$ cat config.mk
export PLATFORM = sky130hd
export DESIGN_NAME = sram_sinc_param
export DESIGN_NICKNAME = d
export VERILOG_FILES = /design/src/rtl/sram_sinc_param.sv
export SDC_FILE = /design/constraint.sdc
export NUM_CORES = 1
export LEC_CHECK = 0
export ABC_CLOCK_PERIOD_IN_PS = 2700
export BUFFER_PORTS_ARGS = -buffer_cell sky130_fd_sc_hd__buf_2
export CAP_MARGIN = 20
export CELL_PAD_IN_SITES_DETAIL_PLACEMENT = 1
export CELL_PAD_IN_SITES_GLOBAL_PLACEMENT = 1
export CORE_MARGIN = 4
export CORE_UTILIZATION = 50
export CTS_CLUSTER_SIZE = 24
export DETAILED_ROUTE_END_ITERATION = 12
export PLACE_DENSITY = 0.88
export SKIP_CTS_REPAIR_TIMING = 1
export SLEW_MARGIN = 10
export SYNTH_ARGS = -nofsm -noshare
export SYNTH_HDL_FRONTEND = slang
export SYNTH_SLANG_ARGS = --single-unit
$ cat constraint.sdc
create_clock -name clk -period 2.7 [get_ports clk]
set_input_delay 0.405 -clock clk [delete_from_list [all_inputs] [get_ports clk]]
set_output_delay 0.405 -clock clk [all_outputs]
set_load 0.1 [all_outputs]
$ cat src/rtl/sram_sinc_param.sv
// Synchronous single-port SRAM with a clear sweep after reset, a pipelined
// read path (latency LAT = 1 or 2) and out-of-range detection.
// Optional feature: define SRAM_PARIDAD_EN to store one even-parity bit per
// word and report read parity mismatches on Err_par.
module sram_sinc_param #(
  parameter int ANCHO     = 8,
  parameter int PROF      = 12,
  parameter int ANCHO_DIR = 8,
  parameter int LAT       = 1
) (
  input  logic                 clk,
  input  logic                 rst,
  input  logic                 En,
  input  logic                 We,
  input  logic [ANCHO_DIR-1:0] Dir,
  input  logic [ANCHO-1:0]     Dato_e,
  input  logic                 Iny_par,
  output logic [ANCHO-1:0]     Dato_s,
  output logic                 Valido,
  output logic                 Ocupado,
  output logic                 Err_dir,
  output logic                 Err_par
);

  localparam int IW = (PROF > 1) ? $clog2(PROF) : 1;
`ifdef SRAM_PARIDAD_EN
  localparam int PW = 1;
`else
  localparam int PW = 0;
`endif
  localparam int WT = ANCHO + PW;

  // PROF widened by one bit so that PROF == 2^ANCHO_DIR still compares correctly
  localparam logic [ANCHO_DIR:0] PROF_EXT = (ANCHO_DIR + 1)'(PROF);
  localparam logic [IW-1:0]      CNT_LAST = IW'(PROF - 1);

  typedef enum logic {BORRADO, LISTO} estado_t;

  estado_t        state_reg, state_next;
  logic [IW-1:0]  cnt_reg, cnt_next;

  logic           en_ok, in_range, rd_acc, wr_acc;
  logic [IW-1:0]  idx;
  logic [WT-1:0]  wr_word;

  logic           mem_we;
  logic [IW-1:0]  mem_wa;
  logic [WT-1:0]  mem_wd;
  logic [WT-1:0]  mem [PROF];

  logic [WT-1:0]  rd_reg;
  logic           s1_vld_reg, s1_oor_reg, wr_err_reg;

  logic [WT-1:0]  out_word;
  logic           out_vld, out_oor;

  assign Ocupado  = (state_reg == BORRADO);
  assign en_ok    = En & ~rst & (state_reg == LISTO);
  assign in_range = ({1'b0, Dir} < PROF_EXT);
  assign rd_acc   = en_ok & ~We;
  assign wr_acc   = en_ok & We;
  // Only meaningful when in_range; the upper address bits feed the range compare
  assign idx      = Dir[IW-1:0];

`ifdef SRAM_PARIDAD_EN
  // Stored parity makes the whole word XOR to zero; Iny_par flips it to plant a fault
  assign wr_word = {(^Dato_e) ^ Iny_par, Dato_e};
`else
  logic unused_iny_par;
  assign unused_iny_par = Iny_par;
  assign wr_word        = Dato_e;
`endif

  // State register and sweep counter
  always_ff @(posedge clk) begin
    if (rst) begin
      state_reg <= BORRADO;
      cnt_reg   <= '0;
    end else begin
      state_reg <= state_next;
      cnt_reg   <= cnt_next;
    end
  end

  // Next state: walk the counter over every word, then accept requests
  always_comb begin
    state_next = state_reg;
    cnt_next   = cnt_reg;
    case (state_reg)
      BORRADO: begin
        if (cnt_reg == CNT_LAST) begin
          state_next = LISTO;
          cnt_next   = '0;
        end else begin
          cnt_next = cnt_reg + 1'b1;
        end
      end
      default: ;
    endcase
  end

  // Single write port shared by the clear sweep and user writes
  always_comb begin
    mem_we = 1'b0;
    mem_wa = cnt_reg;
    mem_wd = '0;
    if (state_reg == BORRADO && !rst) begin
      mem_we = 1'b1;
    end else if (wr_acc && in_range) begin
      mem_we = 1'b1;
      mem_wa = idx;
      mem_wd = wr_word;
    end
  end

  // RAM array write
  always_ff @(posedge clk) begin
    if (mem_we) begin
      mem[mem_wa] <= mem_wd;
    end
  end

  // First read stage: registered RAM output plus request tags
  always_ff @(posedge clk) begin
    if (rst) begin
      rd_reg     <= '0;
      s1_vld_reg <= 1'b0;
      s1_oor_reg <= 1'b0;
      wr_err_reg <= 1'b0;
    end else begin
      s1_vld_reg <= rd_acc;
      s1_oor_reg <= rd_acc & ~in_range;
      wr_err_reg <= wr_acc & ~in_range;
      if (rd_acc) begin
        rd_reg <= in_range ? mem[idx] : '0;
      end
    end
  end

  generate
    if (LAT == 1) begin : g_lat1
      // The RAM output register is the data output; it only loads on reads
      assign out_word = rd_reg;
      assign out_vld  = s1_vld_reg;
      assign out_oor  = s1_oor_reg;
    end else begin : g_lat2
      logic [WT-1:0] s2_word_reg;
      logic          s2_vld_reg, s2_oor_reg;

      // Second stage only loads when a response arrives, so Dato_s holds otherwise
      always_ff @(posedge clk) begin
        if (rst) begin
          s2_word_reg <= '0;
          s2_vld_reg  <= 1'b0;
          s2_oor_reg  <= 1'b0;
        end else begin
          s2_vld_reg <= s1_vld_reg;
          s2_oor_reg <= s1_oor_reg;
          if (s1_vld_reg) begin
            s2_word_reg <= rd_reg;
          end
        end
      end

      assign out_word = s2_word_reg;
      assign out_vld  = s2_vld_reg;
      assign out_oor  = s2_oor_reg;
    end
  endgenerate

  assign Dato_s  = out_word[ANCHO-1:0];
  assign Valido  = out_vld;
  // Write errors report after one cycle, read errors after LAT; both share the pin
  assign Err_dir = out_oor | wr_err_reg;
`ifdef SRAM_PARIDAD_EN
  assign Err_par = out_vld & (^out_word);
`else
  assign Err_par = 1'b0;
`endif

endmodule

---- Word level (Yosys, flattened, before mapping) ----
Memories as Yosys holds them, arrays and structs flattened.
Cells that the tools add are included.
word-level totals
  bits in registers ....................... 16
  latch bits .............................. 0
  bits in writable memories ............... 96
  bits in read-only memories .............. 0
  input port bits ......................... 21
  output and inout port bits .............. 12
  word-level logic and storage cells ...... 36
  memories ................................ 1
operators by class
  add/subtract/negate cells ............... 1
  $mul .................................... 0
  divide/modulo/power cells ............... 0
  $lt $le $gt $ge ......................... 1
  eq/ne operators ......................... 1
  shift-type cells ........................ 0
  mux-type cells .......................... 12
  bitwise gates (word level) .............. 11
  reduce and logical (&&, ||, !) cells .... 3
memories
  memory  depth  width  read ports  clocked after Yosys merged registers in  write ports  line  text
  mem     12     8      1           0                                        1            49    logic [WT-1:0] mem [PROF];
operator list
  cell                   count
  $mux W8                3
  $mux W4                3
  $lt A8 B4 Y1 const B   1
  $and A1 B1 Y1          6
  $mux W1                6
  $add A4 B1 Y4 const B  1
  $eq A4 B4 Y1 const B   1
  $not A1 Y1             4
  $logic_and A1 B1 Y1    2
  $logic_not A1 Y1       1
  $or A1 B1 Y1           1

---- Longest topological paths before layout ----
Gate-level depths: netlist (run 1).
  depth in word-level cells ............... 9
  mapped depth ............................ 6
  depth with buffers taken out ............ 4

---- Worst setup path after synthesis (run 1) ----
Ideal clock, no wire load.
  kind .................................... input to register
  start point ............................. in Dir[7]
  end point ............................... mem mem[2][0] (netlist name), enable pin
  library setup time ...................... 0.370 ns
  arrival ................................. 1.985 ns
  data required time ...................... 2.330 ns
  path slack .............................. 0.345 ns
  stages on the path ...................... 5
  buffers on the path ..................... 1
  path through ............................ or4_4 -> nor3b_4 -> buf_6 -> a32oi_1 -> nor2_1
on the way
  word-level cells in the longest chain between the ends .. 6
  elaborated cells between the ends (all ways) .. 8
  those cells by class .................... order compare (1); mux (6); reduce/logical (1)
RTL lines
  element                        line  text
  start, declared                15    input logic [ANCHO_DIR-1:0] Dir,
  $lt A8 B4 Y1 *                 59    assign in_range = ({1'b0, Dir} < PROF_EXT);
  $logic_and A1 B1 Y1 *          109   end else if (wr_acc && in_range) begin
  $mux W1                        109
  $mux W1                        107   if (state_reg == BORRADO && !rst) begin
  $mux W1                        118   if (mem_we) begin
  $mux W1 (not written as such)  119   mem[mem_wa] <= mem_wd;
  end, declared                  49
Mark *: on every way between the ends. The rest lies on a longest branch, timed or not.

---- Worst setup path after layout (run 1) ----
  start point ............................. in Dir[7]
  end point ............................... mem mem[4][0] (netlist name), enable pin
Same word-level chain as after synthesis.

==> metrics.txt, run 1 <==
Avg Inst Size Synth 16.08 µm²; Slew headroom 0.4590; kind of end point of the critical path register; final hold slack 0.3598 ns; Flop pwr share 0.635; final hold violation count 0; synthesis-stage register bit count 112; setup_tns 0 ns; CP cell instances buf_2 -> or4_4 -> nor3b_4 -> buf_4 -> a32oi_1 -> nor2_1; fin. max-slew vios 0; initial antenna violation count 0; pwr dens 594.1 nW/µm²; Non-Filler Instances 436; Clock power frac 0.309; clock root cell clkbuf_8; # diodes 0; Post-synth top cells edfxtp_1 (96), mux2i_1 (28), nor2_1 (22); # setup viols final 0; # Max-Cap Violations 0; Max Clock Freq 0.4426 GHz; Nets 345; max reg flops 96; post-synthesis instance area 4519 µm²; Max Buffers Root-to-Sink 2; via count 2575; Final period util 0.8368; register area share after synthesis 0.7087; Yosys top cell by area edfxtp_1; RSZ-0062 raised after global routing false; Reg clk slew, reported paths 0.11 ns; total congestion overflow 0; Worst Path Required 2.70 ns; post-placement cell count 420; Arr. time, crit path 2.26 ns; Synth area leaders edfxtp_1 (64%), dfxtp_1 (7.1%), mux2i_1 (6.2%); fin crit period 2.259 ns; worst vdd ir 0.0003285 V; vias in the first global route 2875; DR pass1 iterations 4; PortBufs 30; CP max stage cell nor2_1; CTS Buf Count 9; dpl hpwl 6816 µm; Die Ht 103.1 µm; core region area 8763 µm²; Post-synth EDFFs 96; DR vias/cell 5.906; pin count of the biggest net entering global routing 33; P_int 2.299 mW; Die ar. 10620 µm²; Yosys Warn Count 0; DRT iter0 DRCs 121; GPL Wtd Cong 0.6791; worst hold path class input pin to register; Initial Util 0.5157; combinational share of power 0.056; switching share of power 0.2322; Netlist cell types 34; DRC violations left 0; worst slew pin tran 0.8085 ns; Layout area overhead 11.54%; Ports 33; final wirelength 9763 µm; Die Wd 103.1 µm; Syn Nets 303; cell count after synthesis 281; most frequent cell after synthesis edfxtp_1; Switch Pwr 0.6955 mW; final worst setup slack 0.4407 ns; FFs w/ async S/R, synth 0; Clock H-tree levels 3; Routed Antenna Nets 0; critical path's largest stage delay 0.64 ns; clk sinks 112; DP Worst Slack 0.03352 ns; FILL cells 846; latest clock arrival within the worst-skew pair 0.37 ns; ys flop type edfxtp_1; layout cell share with drive strength beyond 1 0.2500; crit start category input pin; FP Rows 34; Leak 1.657 nW; Final Core Density 0.5752; global-route wire length before repair 15510 µm; Clock Skew 0.01390 ns; Setup CP Type input pin to register; crit path max fanout 8; WL per Instance 22.39 µm; TritonCTS clock tree yes; GRT Util Overall 0.1995; outcome completed; Synth top area share 0.6379
==> layer usage <==
layer | up-vias | global-route usage | routed length (µm)
met5 | - | 0 | 0
met2 | 64 | 0.3493 | 5215
met4 | 0 | 0.07171 | 187
met1 | 1309 | 0.2534 | 4021
li1 | 1184 | - | -
met3 | 18 | 0.02842 | 338
==> cells in the final DEF (no fill, tap or decap), types with 2 or more instances in the layout <==
cell,instances
buf_4,17
a32oi_1,4
nor2_1,22
dfxtp_1,16
clkinv_4,2
o311ai_0,8
nand2_1,9
buf_2,30
a31oi_1,3
mux4_2,8
and2_1,9
clkbuf_8,9
inv_1,5
or2_2,2
a21oi_1,12
mux2_2,8
clkinv_1,2
a221oi_1,8
edfxtp_1,96
a22o_1,8
nor2b_1,6
mux2i_1,28
inv_6,2
==> worst max-delay path, delay by kind of cell <==
kind,cells,cell delay [ns]
simple gates,3,1.38
buf+inv,2,0.29
compound gates,1,0.17
==> metrics by stage <==
stage / power, mW / cell area [µm²]
2_1_floorplan: 2.048 / 4519
3_3_place_gp: 2.096 / 4863
3_5_place_dp: 2.110 / 4863
4_1_cts: 3.016 / 5041
5_1_grt: 3.113 / 5041
6_report: 2.995 / 5041
==> layout make-up <==
type                    count  area (µm²)  share of cell area
flip-flops and latches    112        3203              0.6354
clock buffers               9       123.9             0.02457
repair buffers             48       297.8             0.05907
multi-input cells         147        1209              0.2398
clock inverters             7       53.80             0.01067
well taps                 108       135.1             0.02681
inverters                   5       18.77            0.003723
==> kinds of logic (layout without fill, tap and decap cells) <==
kind of cell / Yosys count / after routing / share of synthesized area
other cells: 1 / 1 / 0.0008298
fa+ha+maj: 1 / 1 / 0.002768
mux: 44 / 44 / 0.1218
compound gates: 46 / 46 / 0.07697
buf+inv: 22 / 69 / 0.02381
simple gates: 55 / 55 / 0.06506
flops: 112 / 112 / 0.7087
==> power by group through the flow <==
stage	Combinational (mW)	Sequential, mW	Clock [mW]
2_1_floorplan	0.113	1.93	0
3_3_place_gp	0.159	1.94	0
3_5_place_dp	0.169	1.94	0
4_1_cts	0.169	1.90	0.945
5_1_grt	0.186	1.90	1.02
6_report	0.168	1.90	0.926
==> path summary, 6_finish.rpt <==
path | from | to | slack [ns] | cells after the start
setup / recovery | Dir[7] | mem[4][0] | 0.44 | 6
hold / removal | rst | cnt_reg[1] | 0.36 | 3
setup reg to reg | state_reg | mem[5][5] | 0.58 | 5
hold reg to reg | Dato_s[4] | Dato_s[4] | 0.50 | 1
Note: power is estimated with default switching activity, not from simulation.
==> run 2, diff against run 1 <==
ABC_CLOCK_PERIOD_IN_PS = 2140   (was 2700)
clock period = 2.14 ns   (was 2.7 ns; I/O delays follow)
==> run 2 against run 1 <==
Core utilization grew 2.2 points. Critical path type unchanged. Cell area is 3.8% higher. Worst setup slack got worse by 0.45 ns. Critical endpoint is now mem[2][2]. Via count rose by 6.1%. Worst hold slack worse by 0.057 ns. Critical path depth is 1 higher. The run now ends with negative setup slack left. Global-route usage up 2.3 points. Clock power is 24% higher. Register-to-register slack got worse by 0.54 ns. Die area unchanged. Clock skew is 0.0028 ns lower. First-iteration DRC count grew 60%. Highest routed layer unchanged.
==> metrics.txt, run 2 (synthesis results as in run 1) <==
latest clock arrival within the worst-skew pair 0.36 ns (about the same); Switch Pwr 0.8861 mW (+27%); Max Buffers Root-to-Sink 2 (unchanged); Ports 33 (unchanged); kind of end point of the critical path register; Die ar. 10620 µm² (unchanged); Die Ht 103.1 µm (unchanged); Final Core Density 0.5972 (+0.02199); DR vias/cell 6.082 (+3.0%); Nets 358 (+3.8%); DRT iter0 DRCs 194 (+60%); Flop pwr share 0.630 (-0.005); Top Layer Used met4; CTS Buf Count 9 (unchanged); fin crit period 2.149 ns; Initial Util 0.5157 (unchanged); critical path's largest stage delay 0.55 ns (-0.09 ns); final hold violation count 0 (unchanged); crit path max fanout 8 (unchanged); layout cell share with drive strength beyond 1 0.3226 (+0.07258); initial antenna violation count 0 (unchanged); PortBufs 30 (unchanged); dpl hpwl 8037 µm (+18%); FP Rows 34 (unchanged); # diodes 0 (unchanged); worst vdd ir 0.0004135 V (+26%); vias in the first global route 2934 (+2.1%); GRT Util Overall 0.2225 (+0.02299); total congestion overflow 0 (unchanged); pin count of the biggest net entering global routing 22 (-33%); Leak 1.725 nW (+4.1%); most common cell after layout, fill and taps aside edfxtp_1; DR WL met3 706 µm (+110%); final worst setup slack -0.008845 ns (-0.4495 ns); DP Worst Slack -0.5593 ns (-0.5929 ns); worst hold path class input pin to register; DRC violations left 0 (unchanged); Worst path top cell family by delay simple AND/OR/NAND/NOR gates; P_int 2.920 mW (+27%); Worst Path Required 2.18 ns (-0.52 ns); DR pass1 iterations 4 (unchanged); Routed Antenna Nets 0 (unchanged); fin. max-slew vios 0 (unchanged); via count 2731 (+6.1%); combinational share of power 0.066 (+0.010); Reg clk slew, reported paths 0.10 ns (about the same); WL per Instance 24.71 µm (+10%); clk sinks 112 (unchanged); setup_tns -0.03486 ns (-0.03486 ns); final wirelength 11090 µm (+14%); outcome finished, violations left; M1 wire length 4063 µm (+1.0%); Slew headroom 0.4918 (+0.03281); core region area 8763 µm² (unchanged); TritonCTS clock tree yes; max reg flops 96 (unchanged); Arr. time, crit path 2.18 ns (-0.08 ns); Clock Skew 0.01107 ns (-0.002829 ns); GPL Wtd Cong 0.8098 (+19%); Layout area overhead 15.81%; WL met2 5958 µm (+14%); CP max stage cell or4_4; WP buf/inv 3 (+1); CP cell instances buf_2 -> or4_4 -> nor3b_4 -> buf_6 -> a32oi_1 -> buf_4 -> nor2_4; worst slew pin tran 0.7623 ns (-0.04623 ns); Clock power frac 0.303 (-0.006); # Max-Cap Violations 0 (unchanged); Final period util 1.004; crit start category input pin; switching share of power 0.2328 (+0.0005779); pwr dens 727.3 nW/µm² (+22%); global-route wire length before repair 16950 µm (+9.3%); Clock H-tree levels 3 (unchanged); Max Clock Freq 0.4654 GHz; # setup viols final 5 (+5); Setup CP Type input pin to register; clock root cell clkbuf_8; Die Wd 103.1 µm (unchanged); most frequent cells in the layout edfxtp_1 (96), buf_2 (30), mux2i_1 (25), buf_4 (25), dfxtp_1 (16); RSZ-0062 raised after global routing true; violated checks negative setup slack
==> run 2: cell count changes in the layout (fill, tap and decap cells not counted), sizes merged <==
cell | before | now
buf | 48 | 61
clkbuf | 9 | 11
inv | 8 | 6
==> run 2: worst reg2reg max path: cells and delay by family (launching register included) <==
| family | cells | cell delay, ns |
|---|---|---|
| AND/OR/NAND/NOR | 3 | 0.70 |
| flip-flops | 1 | 0.35 |
| AO/OA/AOI/OAI | 1 | 0.29 |
| buffers and inverters | 2 | 0.44 |
==> run 2: layout make-up <==
cell class | instances | area, µm²
multi-input combinational | 147 | 1279
clock inverter | 5 | 43.79
fill | 834 | 3530
clock buffer | 11 | 131.4
tap | 108 | 135.1
inverter | 5 | 18.77
timing repair buffer | 61 | 422.9
sequential | 112 | 3203
==> run 2: per-stage QoR <==
stage	hold WS [ns]	instances	cell area [µm²]	power, mW
after floorplan	0.5251	281	4529	2.586
after global placement	0.4596	432	4976	2.664
after detailed placement	0.4635	432	4976	2.688
after CTS	0.2917	448	5151	3.802
after global routing	0.2969	449	5234	3.940
final	0.3029	449	5234	3.806
==> run 2: layer usage <==
| layer | global-route usage | up-vias |
|---|---|---|
| li1 | - | 1207 |
| met4 | 0.08665 | 0 |
| met2 | 0.3868 | 110 |
| met5 | 0 | - |
| met3 | 0.04195 | 23 |
| met1 | 0.2752 | 1391 |
==> run 2: worst paths after layout <==
path / start / to / slack [ns] / cells after the start
hold reg to reg: Dato_s[3] / Dato_s[3] / 0.48 / 1
setup reg to reg: state_reg / mem[2][2] / 0.04 / 6
hold / removal: rst / cnt_reg[2] / 0.30 / 3
setup / recovery: Dir[7] / mem[2][2] / -0.009 / 7
==> run 2: power by group through the flow <==
stage	Combinational [mW]	Clock, mW	Sequential, mW
6_report	0.253	1.15	2.40
3_5_place_dp	0.239	0	2.45
3_3_place_gp	0.221	0	2.44
5_1_grt	0.274	1.26	2.40
2_1_floorplan	0.146	0	2.44
4_1_cts	0.240	1.16	2.40
==> run 3, diff against run 2 <==
REMOVE_ABC_BUFFERS = 1   (was not set)
==> run 3 against run 2 <==
The flow still finishes with violations (negative setup slack). Non-clock buffer count is 4 lower. Routed wire length increased by 1.3%. Global-route usage increased by 0.56 points. Largest power group unchanged.
==> metrics.txt, run 3 (synthesis results as in run 1) <==
switching share of power 0.2170 (-0.01585); DR pass1 iterations 4 (unchanged); Arr. time, crit path 2.31 ns (+0.13 ns); Die Ht 103.1 µm (unchanged); worst hold path class input pin to register; DR vias/cell 6.061 (-0.36%); Max Buffers Root-to-Sink 2 (unchanged); Die Wd 103.1 µm (unchanged); Layout area overhead 15.97%; outcome finished, violations left; Final period util 1.076 (+0.07182); DRT iter0 DRCs 151 (-22%); Clock power frac 0.340 (+0.037); final worst setup slack -0.1625 ns (-0.1537 ns); fin crit period 2.303 ns (+0.1537 ns); GRT Util Overall 0.2281 (+0.005639); layout cell share with drive strength beyond 1 0.2849 (-0.03771); met3 global-route usage 0.03789 (-0.004060); Slew headroom 0.4666 (-0.02524); Switch Pwr 0.8669 mW (-2.2%); fin. max-slew vios 0 (unchanged); crit start category input pin; latest clock arrival within the worst-skew pair 0.37 ns (about the same); Leak 1.729 nW (+0.23%); # Max-Cap Violations 0 (unchanged); Max Clock Freq 0.4343 GHz (-6.7%); initial antenna violation count 0 (unchanged); FILL cells 823 (-1.3%); final hold violation count 0 (unchanged); met2 global-route usage 0.3996 (+0.01283); # diodes 0 (unchanged); Die ar. 10620 µm² (unchanged); global-route wire length before repair 17090 µm (+0.86%); DRC violations left 0 (unchanged); GR Util met1 0.2782 (+0.002944); placed cell area 5006 µm² (+0.60%); dpl hpwl 7516 µm (-6.5%); PortBufs 30 (unchanged); clk sinks 112 (unchanged); Clock H-tree levels 3 (unchanged); WL per Instance 25.26 µm (+2.2%); GPL Wtd Cong 0.7422 (-8.3%); violated checks negative setup slack; Ports 33 (unchanged); TritonCTS clock tree yes; setup_tns -5.948 ns (-5.913 ns); Reg clk slew, reported paths 0.10 ns (about the same); Flop pwr share 0.600 (-0.030); pin count of the biggest net entering global routing 22 (unchanged); Multi-input gate area 1231 µm² (-3.7%); DP Worst Slack -0.5598 ns (-0.0004850 ns); post-route design area 5241 µm² (+0.14%); final wirelength 11240 µm (+1.3%); Initial Util 0.5157 (unchanged); Nets 354 (-1.1%); via count 2697 (-1.2%); clock root cell clkbuf_8; Routed Antenna Nets 0 (unchanged); pwr dens 762.4 nW/µm² (+4.8%); combinational share of power 0.059 (-0.007); Clock Skew 0.01023 ns (-0.0008375 ns); crit path max fanout 10 (+2); core region area 8763 µm² (unchanged); Worst Path Required 2.14 ns (-0.04 ns); global-route layer with the greatest usage met2; most common cell after layout, fill and taps aside edfxtp_1; Setup CP Type input pin to register; CTS Buf Count 9 (unchanged); vias in the first global route 2971 (+1.3%); max reg flops 96 (unchanged); worst vdd ir 0.0003956 V (-4.3%); total congestion overflow 0 (unchanged); # setup viols final 72 (+67); Final Core Density 0.5981 (+0.0008570); kind of end point of the critical path register; final hold slack 0.2979 ns (-0.004991 ns); P_int 3.129 mW (+7.1%); FP Rows 34 (unchanged); worst slew pin tran 0.7972 ns (+0.03492 ns); most frequent cells in the layout edfxtp_1 (96), buf_2 (30), mux2i_1 (28), buf_4 (20), nor2_1 (17); RSZ-0062 raised after global routing true; sequential cell area 3203 µm² (unchanged)
## run 3: changes by cell type in the layout (fill, tap and decap cells not counted), sizes merged
cell | previous run | this run
buf | 61 | 57
bufinv | 0 | 2
clkbuf | 11 | 10
clkinv | 4 | 3
clkinvlp | 0 | 1
inv | 6 | 5
## run 3: power groups by stage
stage	combinational (mW)	sequential, mW	clock (mW)
6_report	0.237	2.40	1.36
5_1_grt	0.256	2.40	1.48
4_1_cts	0.232	2.40	1.36
3_5_place_dp	0.227	2.45	0
3_3_place_gp	0.216	2.44	0
2_1_floorplan	0.109	2.44	0
## run 3: stage by stage
step | cells | power [mW]
6_report | 445 | 3.996
5_1_grt | 445 | 4.134
4_1_cts | 445 | 3.991
3_5_place_dp | 429 | 2.674
3_3_place_gp | 429 | 2.659
2_1_floorplan | 264 | 2.550
## run 3: layout make-up
type                       instances  share of cell area
clock buffer                      10             0.02435
clock inverter                     6             0.01623
sequential                       112              0.6111
multi-input combinational        147              0.2349
tap                              108             0.02578
inverter                           5            0.003581
timing repair buffer              57             0.08403
## run 3: worst max-delay path, stage by stage
cell	delay (ns)
buf_2	0.10
or4_4	0.56
nor3b_4	0.28
buf_12	0.17
a32oi_1	0.20
nor2_1	0.67
## run 3: final timing paths
kind,endpoint,slack (ns),cells after the start,start
setup / recovery,mem[11][2],-0.16,6,Dir[7]
hold / removal,cnt_reg[0],0.30,3,rst
setup reg to reg,mem[11][2],-0.13,5,state_reg
hold reg to reg,Dato_s[2],0.49,1,Dato_s[2]
## run 3: routing by layer
metal	routed length (µm)	vias to the layer above	part of all wire
li1	-	1206	-
met1	4337	1390	0.39
met2	6067	82	0.54
met3	503	19	0.045
met4	331	0	0.029
met5	0	-	0
